<file path="src/rtl/down_counter_if.sv">
// Load/control/status bundle of the down counter; the counter sits on the slave side.
interface down_counter_if #(
  parameter int unsigned cnt_WIDTH = 4
);
  logic                 cnt_load_valid;
  logic                 cnt_load_ready;
  logic [cnt_WIDTH-1:0] cnt_load_val;
  logic                 cnt_en;
  logic                 cnt_auto;
  logic                 cnt_abort;
  logic [cnt_WIDTH-1:0] cnt_o;
  logic                 cnt_busy;
  logic                 cnt_done;

  modport master (
    output cnt_load_valid, cnt_load_val, cnt_en, cnt_auto, cnt_abort,
    input  cnt_load_ready, cnt_o, cnt_busy, cnt_done
  );

  modport slave (
    input  cnt_load_valid, cnt_load_val, cnt_en, cnt_auto, cnt_abort,
    output cnt_load_ready, cnt_o, cnt_busy, cnt_done
  );
endinterface

</file>
<file path="src/rtl/down_counter.sv">
// Loadable down counter with optional auto-reload, pause, abort and a
// one-cycle done pulse at terminal count.
module down_counter #(
  parameter int unsigned cnt_WIDTH = 4
) (
  input  logic           cnt_clk,
  input  logic           cnt_rst_n,
  down_counter_if.slave  bus
);

  typedef enum logic [1:0] {
    IDLE = 2'd0,
    RUN  = 2'd1,
    DONE = 2'd2
  } state_e;

  localparam logic [cnt_WIDTH-1:0] ONE  = cnt_WIDTH'(1);
  localparam logic [cnt_WIDTH-1:0] ZERO = '0;

  state_e               state_q, state_d;
  logic [cnt_WIDTH-1:0] cnt_q, cnt_d;
  logic [cnt_WIDTH-1:0] reload_q, reload_d;
  logic                 done_q, done_d;
  logic                 load_ready;
  logic                 busy;
  logic                 load_accept;

  // NOTE: non-blocking assignments here so every register samples the
  // pre-edge values computed by the combinational blocks.
  always_ff @(posedge cnt_clk or negedge cnt_rst_n) begin
    if (!cnt_rst_n) begin
      state_q  <= IDLE;
      cnt_q    <= ZERO;
      reload_q <= ZERO;
      done_q   <= 1'b0;
    end else begin
      state_q  <= state_d;
      cnt_q    <= cnt_d;
      reload_q <= reload_d;
      done_q   <= done_d;
    end
  end

  assign load_accept = bus.cnt_load_valid && load_ready;

  // NOTE: every signal gets a default before the if-chain so no path leaves
  // one unassigned and no latch is inferred.
  always_comb begin
    state_d  = state_q;
    cnt_d    = cnt_q;
    reload_d = reload_q;
    done_d   = 1'b0;

    if (bus.cnt_abort) begin
      // Abort outranks everything and deliberately keeps the reload value.
      state_d = IDLE;
      cnt_d   = ZERO;
    end else if (load_accept) begin
      if (bus.cnt_load_val != ZERO) begin
        state_d  = RUN;
        cnt_d    = bus.cnt_load_val;
        reload_d = bus.cnt_load_val;
      end else begin
        state_d = DONE;
        cnt_d   = ZERO;
        done_d  = 1'b1;
      end
    end else if (state_q == RUN && bus.cnt_en && cnt_q != ZERO) begin
      if (cnt_q > ONE) begin
        cnt_d = cnt_q - ONE;
      end else if (bus.cnt_auto) begin
        cnt_d  = reload_q;
        done_d = 1'b1;
      end else begin
        state_d = DONE;
        cnt_d   = ZERO;
        done_d  = 1'b1;
      end
    end
  end

  always_comb begin
    load_ready = (state_q == IDLE || state_q == DONE) && !bus.cnt_abort;
    busy       = (state_q == RUN);
  end

  assign bus.cnt_load_ready = load_ready;
  assign bus.cnt_busy       = busy;
  assign bus.cnt_o          = cnt_q;
  assign bus.cnt_done       = done_q;

endmodule

</file>
<file path="src/flat_wrapper.sv">
// flat-port wrapper written by rule: the top's interface ports become plain ports
module down_counter_flat 
#(
  parameter int unsigned cnt_WIDTH = 4
)
  (cnt_clk, cnt_rst_n, bus_cnt_load_valid, bus_cnt_load_val, bus_cnt_en, bus_cnt_auto, bus_cnt_abort, bus_cnt_load_ready, bus_cnt_o, bus_cnt_busy, bus_cnt_done);
  down_counter_if #(.cnt_WIDTH(cnt_WIDTH)) bus_i ();
  input  logic cnt_clk;
  input  logic cnt_rst_n;
  input wire logic [$bits(bus_i.cnt_load_valid)-1:0] bus_cnt_load_valid;
  input wire logic [$bits(bus_i.cnt_load_val)-1:0] bus_cnt_load_val;
  input wire logic [$bits(bus_i.cnt_en)-1:0] bus_cnt_en;
  input wire logic [$bits(bus_i.cnt_auto)-1:0] bus_cnt_auto;
  input wire logic [$bits(bus_i.cnt_abort)-1:0] bus_cnt_abort;
  output wire logic [$bits(bus_i.cnt_load_ready)-1:0] bus_cnt_load_ready;
  output wire logic [$bits(bus_i.cnt_o)-1:0] bus_cnt_o;
  output wire logic [$bits(bus_i.cnt_busy)-1:0] bus_cnt_busy;
  output wire logic [$bits(bus_i.cnt_done)-1:0] bus_cnt_done;
  assign bus_i.cnt_load_valid = bus_cnt_load_valid;
  assign bus_i.cnt_load_val = bus_cnt_load_val;
  assign bus_i.cnt_en = bus_cnt_en;
  assign bus_i.cnt_auto = bus_cnt_auto;
  assign bus_i.cnt_abort = bus_cnt_abort;
  assign bus_cnt_load_ready = bus_i.cnt_load_ready;
  assign bus_cnt_o = bus_i.cnt_o;
  assign bus_cnt_busy = bus_i.cnt_busy;
  assign bus_cnt_done = bus_i.cnt_done;
  down_counter #(.cnt_WIDTH(cnt_WIDTH)) u_core (.cnt_clk(cnt_clk), .cnt_rst_n(cnt_rst_n), .bus(bus_i));
endmodule
</file>
<file path="config.mk">
export PLATFORM = sky130hd
export DESIGN_NAME = down_counter_flat
export DESIGN_NICKNAME = d
export VERILOG_FILES = /design/src/rtl/down_counter_if.sv /design/src/rtl/down_counter.sv /design/src/flat_wrapper.sv
export SDC_FILE = /design/constraint.sdc
export NUM_CORES = 1
export LEC_CHECK = 0
export ABC_AREA = 1
export CAP_MARGIN = 20
export CORE_AREA = 3 3 40 42
export DETAILED_ROUTE_END_ITERATION = 10
export DIE_AREA = 0 0 43 45
export DONT_BUFFER_PORTS = 1
export PLACE_DENSITY_LB_ADDON = 0.25
export SYNTH_ARGS = -nofsm -noshare
export SYNTH_HDL_FRONTEND = slang
export SYNTH_SLANG_ARGS = --single-unit
</file>
<file path="constraint.sdc">
create_clock -name cnt_clk -period 2.25 [get_ports cnt_clk]
set_input_delay 0.3375 -clock cnt_clk [delete_from_list [all_inputs] [get_ports cnt_clk]]
set_output_delay 0.3375 -clock cnt_clk [all_outputs]
set_load 0.05 [all_outputs]
</file>
==> results of run 1 <==
==> power by group through the flow <==
stage | clock [mW] | combinational [mW] | sequential, mW
after floorplan | 0 | 0.359 | 0.431
after global placement | 0 | 0.454 | 0.419
after detailed placement | 0 | 0.469 | 0.421
after CTS | 0.139 | 0.480 | 0.417
after global routing | 0.148 | 0.545 | 0.427
final | 0.137 | 0.486 | 0.417
==> final timing paths <==
| kind | startpoint | to | slack [ps] | cells past startpoint |
|---|---|---|---|---|
| setup / recovery | u_core.bus.cnt_o[1] | u_core.bus.cnt_o[1] | 400 | 10 |
| hold / removal | bus_cnt_load_val[3] | u_core.reload_q[3] | 210 | 2 |
| setup reg to reg | u_core.bus.cnt_o[1] | u_core.bus.cnt_o[1] | 400 | 10 |
| hold reg to reg | u_core.reload_q[1] | u_core.reload_q[1] | 480 | 2 |
| max in group asynchronous | cnt_rst_n | u_core.reload_q[0] | 1440 | 1 |
| min in group asynchronous | cnt_rst_n | u_core.state_q[1] | 470 | 1 |
==> layer usage <==
layer  global-route usage [%]  vias to the layer above  part of all wire (%)
li1                         -                      333                     -
met1                    22.64                      302                    44
met2                    29.34                       30                    46
met3                    3.586                        5                   7.8
met4                    9.036                        0                   2.2
met5                        0                        -                     0
==> critical path: stages (launching register included) <==
cell     delay, ps
dfrtp_1        650
inv_1          180
ha_1           250
inv_1           60
nand2_1        110
nand2_1        170
nand2_1         80
nand3_1         70
nand2_1         50
nand2_1         60
o21ai_1         60
==> cells by family after synthesis <==
kind of cell | Yosys count | synth area share (%)
simple gates | 64 | 41.40
buf+inv | 15 | 8.007
flops | 11 | 37.48
compound gates | 9 | 8.007
fa+ha+maj | 3 | 5.111
==> state kept, by name (all words and copies together), names as in the netlist <==
name / flops
u_core.reload_q: 4
u_core.bus.cnt_o: 4
u_core.state_q: 2
u_core.bus.cnt_done: 1
==> what timing repair did <==
| item | CTS | global route |
|---|---|---|
| buffers inserted | 0 | 0 |
| hold endpoints to repair | 11 | 0 |
| hold buffers | 1 | 0 |
==> synth_stat cells (all sizes together) <==
library cell	n	area, µm²
o21ai	5	25.02
o21a	1	7.510
nand4	1	6.260
dfrtp	11	275.3
a21oi	3	26.28
or2	1	6.260
nand3	15	75.07
inv	15	58.81
ha	3	37.54
nor2	8	42.54
nand2	39	173.9
==> cell type report <==
type | instances | area [µm²] | area share [%]
well taps | 15 | 18.77 | 2.333
clock buffers | 4 | 26.28 | 3.266
repair buffers | 3 | 25.02 | 3.110
multi-input cells | 76 | 400.4 | 49.77
inverters | 15 | 58.81 | 7.309
flip-flops and latches | 11 | 275.3 | 34.21
==> metrics.txt, run 1 <==
fillers=123; Tcrit/Tclk final=82.18%; Critical Path Start Type=flip-flop; unrepaired setup endpoints after global routing=false; syn_nets=115; Gate power share=46.7%; Avg Cell Area, Syn=7.201 µm²; Avg WL per Cell=12.56 µm; GPL Wtd Cong=0.8570; P&R area growth vs syn=9.540%; DRT antenna net count=0; post-cts sizing count=0; # IOs=17; register area share after synthesis=37.48%; Rel. slew slack=56.89%; status=complete, no violations; sequential fraction of design power=40.1%; first-pass GRT wire length=2587 µm; initial antenna violation count=0; final setup violation count=0; setup ws final=401.0 ps; most common cell after layout, fill and taps aside=nand2_1; crit path DAT=2010 ps; Clock power frac=13.2%; Root Buffer=clkbuf_4; synth warn=0; total design power=1.040 mW; vias in the first global route=619; sw power=0.5490 mW; fin crit period=1849 ps; CTS max path bufs=2; hold crit path type=input pin to flip-flop; Worst-Skew Late Latency=270 ps; maximum VDD drop=0.4498 mV; Buffers on Ports=0; Switching Fraction=52.79%; CTS Buf Count=3; Die Area=0.001935 mm²; most frequent cells in the layout=nand2_1, nand3_1, inv_1, dfrtp_1; sinks on the clock net=11; Worst Clk Skew=4.820 ps; vias per inst=5.403; synth unique cells=18; DR DRC count=0; Clock transition at path regs=70 ps; Setup CP Type=flip-flop to flip-flop; worst slew pin tran=646.6 ps; Final Hold Vio Count=0; core area=0.001285 mm²; Die Y-Extent=45 µm; Fin Setup TNS=0 ps; hpwl dp=1193 µm; DP Area=768.2 µm²; Placed Instances=119; Worst EP required=2410 ps; Final Instance Area=804.5 µm²; H-tree Lvls=1; nets@finish=123; GR Overflow Total=0; Synth Cell Area=734.5 µm²; max-cap violation count=0; Die W=43 µm; row count=13; post-layout util=62.61%; #FFs+latches synth=11; first-iteration detailed-routing DRC count=25; type of element capturing the critical path=flip-flop; routed via count=670; CTS tree=built; initial core utilization=57.16%; final WL=1558 µm; share of layout cells above drive strength 1=15.60%; PwrDens=1293 mW/mm²; DP Worst Slack=414.8 ps; cells after synthesis=102; Max Slew Vio Count=0; Max Freq=540.8 MHz; Crit Path Max Fanout=5; hold_ws=210.9 ps; Static Leakage=0.4430 nW; TritonRoute pass-1 iters=4; pin count of the biggest net entering global routing=12; cell internal pwr=0.4909 mW; final non-filler cell total=124; diode count=0; GRT Total Usage=17.93%
Power figures use the tool's default switching activity.
==> inputs of run 2 (changes only) <==
==> constraint.sdc (replaced) <==
create_clock -name cnt_clk -period 1.8 [get_ports cnt_clk]
set_input_delay 0.27 -clock cnt_clk [delete_from_list [all_inputs] [get_ports cnt_clk]]
set_output_delay 0.27 -clock cnt_clk [all_outputs]
set_load 0.05 [all_outputs]
==> run 2 against run 1 <==
Die area unchanged; non-clock buffer count rose by 3; flip-flop and latch count unchanged; cell count increased by 2.4%; sequential share of layout area fell by 0.93 points; via count increased by 0.60%; register-to-register slack worse by 170 ps; combinational power grew 61%; wire length down 0.26%; critical path type unchanged; largest cell class unchanged; highest routed layer unchanged.
==> metrics.txt, run 2 (same netlist as run 1, synthesis figures left out) <==
status=complete, no violations; CP Launch Point=u_core.bus.cnt_o[0]; Switching Fraction=51.10%; GPL Wtd Cong=0.9117; Rel. slew slack=65.97%; PwrDens=1624 mW/mm²; TritonRoute pass-1 iters=5; # IOs=17; maximum VDD drop=0.7037 mV; Max Slew Vio Count=0; initial antenna violation count=0; first-iteration detailed-routing DRC count=29; DRT antenna net count=0; CTS max path bufs=2; DR DRC count=0; Tcrit/Tclk final=87.15%; r2r startpoint=u_core.bus.cnt_o[0]; routed via count=674; hold crit path type=input pin to flip-flop; final WL=1554 µm; vias in the first global route=664; Worst-Skew Late Latency=280 ps; DP Area=790.8 µm²; post-layout util=64.36%; vias per inst=5.307; worst slew pin tran=508.7 ps; type of element capturing the critical path=flip-flop; Die Y-Extent=45 µm; Static Leakage=0.4585 nW; crit path DAT=1750 ps; Die W=43 µm; share of layout cells above drive strength 1=17.86%; worst path bufs/invs=2; final setup violation count=0; reg2reg end=u_core.state_q[1]; Worst Clk Skew=3.014 ps; Final Instance Area=827.0 µm²; unrepaired setup endpoints after global routing=false; CTS Buf Count=3; diode count=0; hold_ws=138.4 ps; Clock transition at path regs=70 ps; core area=0.001285 mm²; Max stage delay cell, worst path=dfrtp_1; r2r setup slk=230 ps; most frequent cells in the layout=nand2_1, nand3_1, inv_1, dfrtp_1; Root Buffer=clkbuf_4; sw power=0.6861 mW; Max Freq=637.5 MHz; Gate power share=58.2%; Clock power frac=13.1%; nets@finish=126; first-pass GRT wire length=2808 µm; cell family with most CP delay=simple AND/OR/NAND/NOR gates; H-tree Lvls=1; Levels on crit path=9; cell mode on critical path=nand2_1; Critical Path, Cell by Cell=inv_1 -> ha_1 -> inv_1 -> nand2_1 -> nand2_1 -> nor2_2 -> nand2_1 -> nand3_1 -> nand2_1; post-cts sizing count=0; Die Area=0.001935 mm²; Crit Path Max Fanout=5; FF-to-FF path depth=9; Worst EP required=1980 ps; post-CTS setup buffers=0; Buffers on Ports=0; pin count of the biggest net entering global routing=12; CP max stage delay=420 ps; most common cell after layout, fill and taps aside=nand2_1; fin crit period=1569 ps; GRT Total Usage=19.73%; Final Hold Vio Count=0; max-cap violation count=0; initial core utilization=57.16%; row count=13; P&R area growth vs syn=12.61%; sequential fraction of design power=28.7%; Critical Path Start Type=flip-flop; Fin Setup TNS=0 ps; Setup CP Type=flip-flop to flip-flop; Worst Setup EP=u_core.state_q[1]; GR Overflow Total=0; Avg WL per Cell=12.24 µm; sinks on the clock net=11; cell internal pwr=0.6566 mW; hpwl dp=1238 µm; CTS tree=built
[run 2: cell types whose count changed in the layout (fill, tap and decap cells not counted), sizes merged]
cell / delta
buf: +3
[run 2: worst min-delay path by stage]
stage | start | endpoint | slack, ps | cells past startpoint
floorplan | cnt_rst_n | u_core.bus.cnt_done | -30 | 0
global placement | cnt_rst_n | u_core.state_q[0] | -30 | 0
detailed placement | cnt_rst_n | u_core.state_q[0] | -30 | 0
CTS | bus_cnt_load_val[3] | u_core.reload_q[3] | 140 | 2
global route | bus_cnt_load_val[0] | u_core.reload_q[0] | 140 | 2
finish | bus_cnt_load_val[1] | u_core.reload_q[1] | 140 | 2
[run 2: what timing repair did]
item	in CTS	in global routing
setup endpoints to repair	0	0
hold buffers	1	0
hold endpoints to repair	11	0
[run 2: worst register-to-register path, stage by stage (launching register included)]
cell	delay [ps]
dfrtp_1	420
inv_1	130
ha_1	190
inv_1	50
nand2_1	140
nand2_1	150
nor2_2	160
nand2_1	100
nand3_1	80
nand2_1	50
[run 2: final cells by class]
class / count / area, µm²
clock buffers: 4 / 26.28
fillers: 117 / 457.9
inverters: 15 / 58.81
multi-input cells: 76 / 400.4
flip-flops and latches: 11 / 275.3
well taps: 15 / 18.77
repair buffers: 6 / 47.55
[run 2: metrics by stage]
step,worst slack [ps],power (mW),std cells
after CTS,224.1,1.351,127
after global placement,332.6,1.140,122
after global routing,74.90,1.472,127
after floorplan,61.21,0.9870,102
final,231.4,1.343,127
after detailed placement,235.5,1.165,122
[run 2: power by group through the flow]
stage	Clock (mW)	Combinational (mW)	Sequential [mW]
global route	0.196	0.877	0.399
global placement	0	0.753	0.387
CTS	0.180	0.785	0.386
floorplan	0	0.449	0.538
detailed placement	0	0.774	0.390
finish	0.176	0.782	0.385
[run 2: routing by layer]
metal  vias to the layer above  track usage [%]  share of wire (%)
li1                        340                -                  -
met1                       303            24.00                 42
met2                        26            31.44                 49
met3                         5            5.578                6.6
met4                         0            11.45                2.5
met5                         -                0                  0
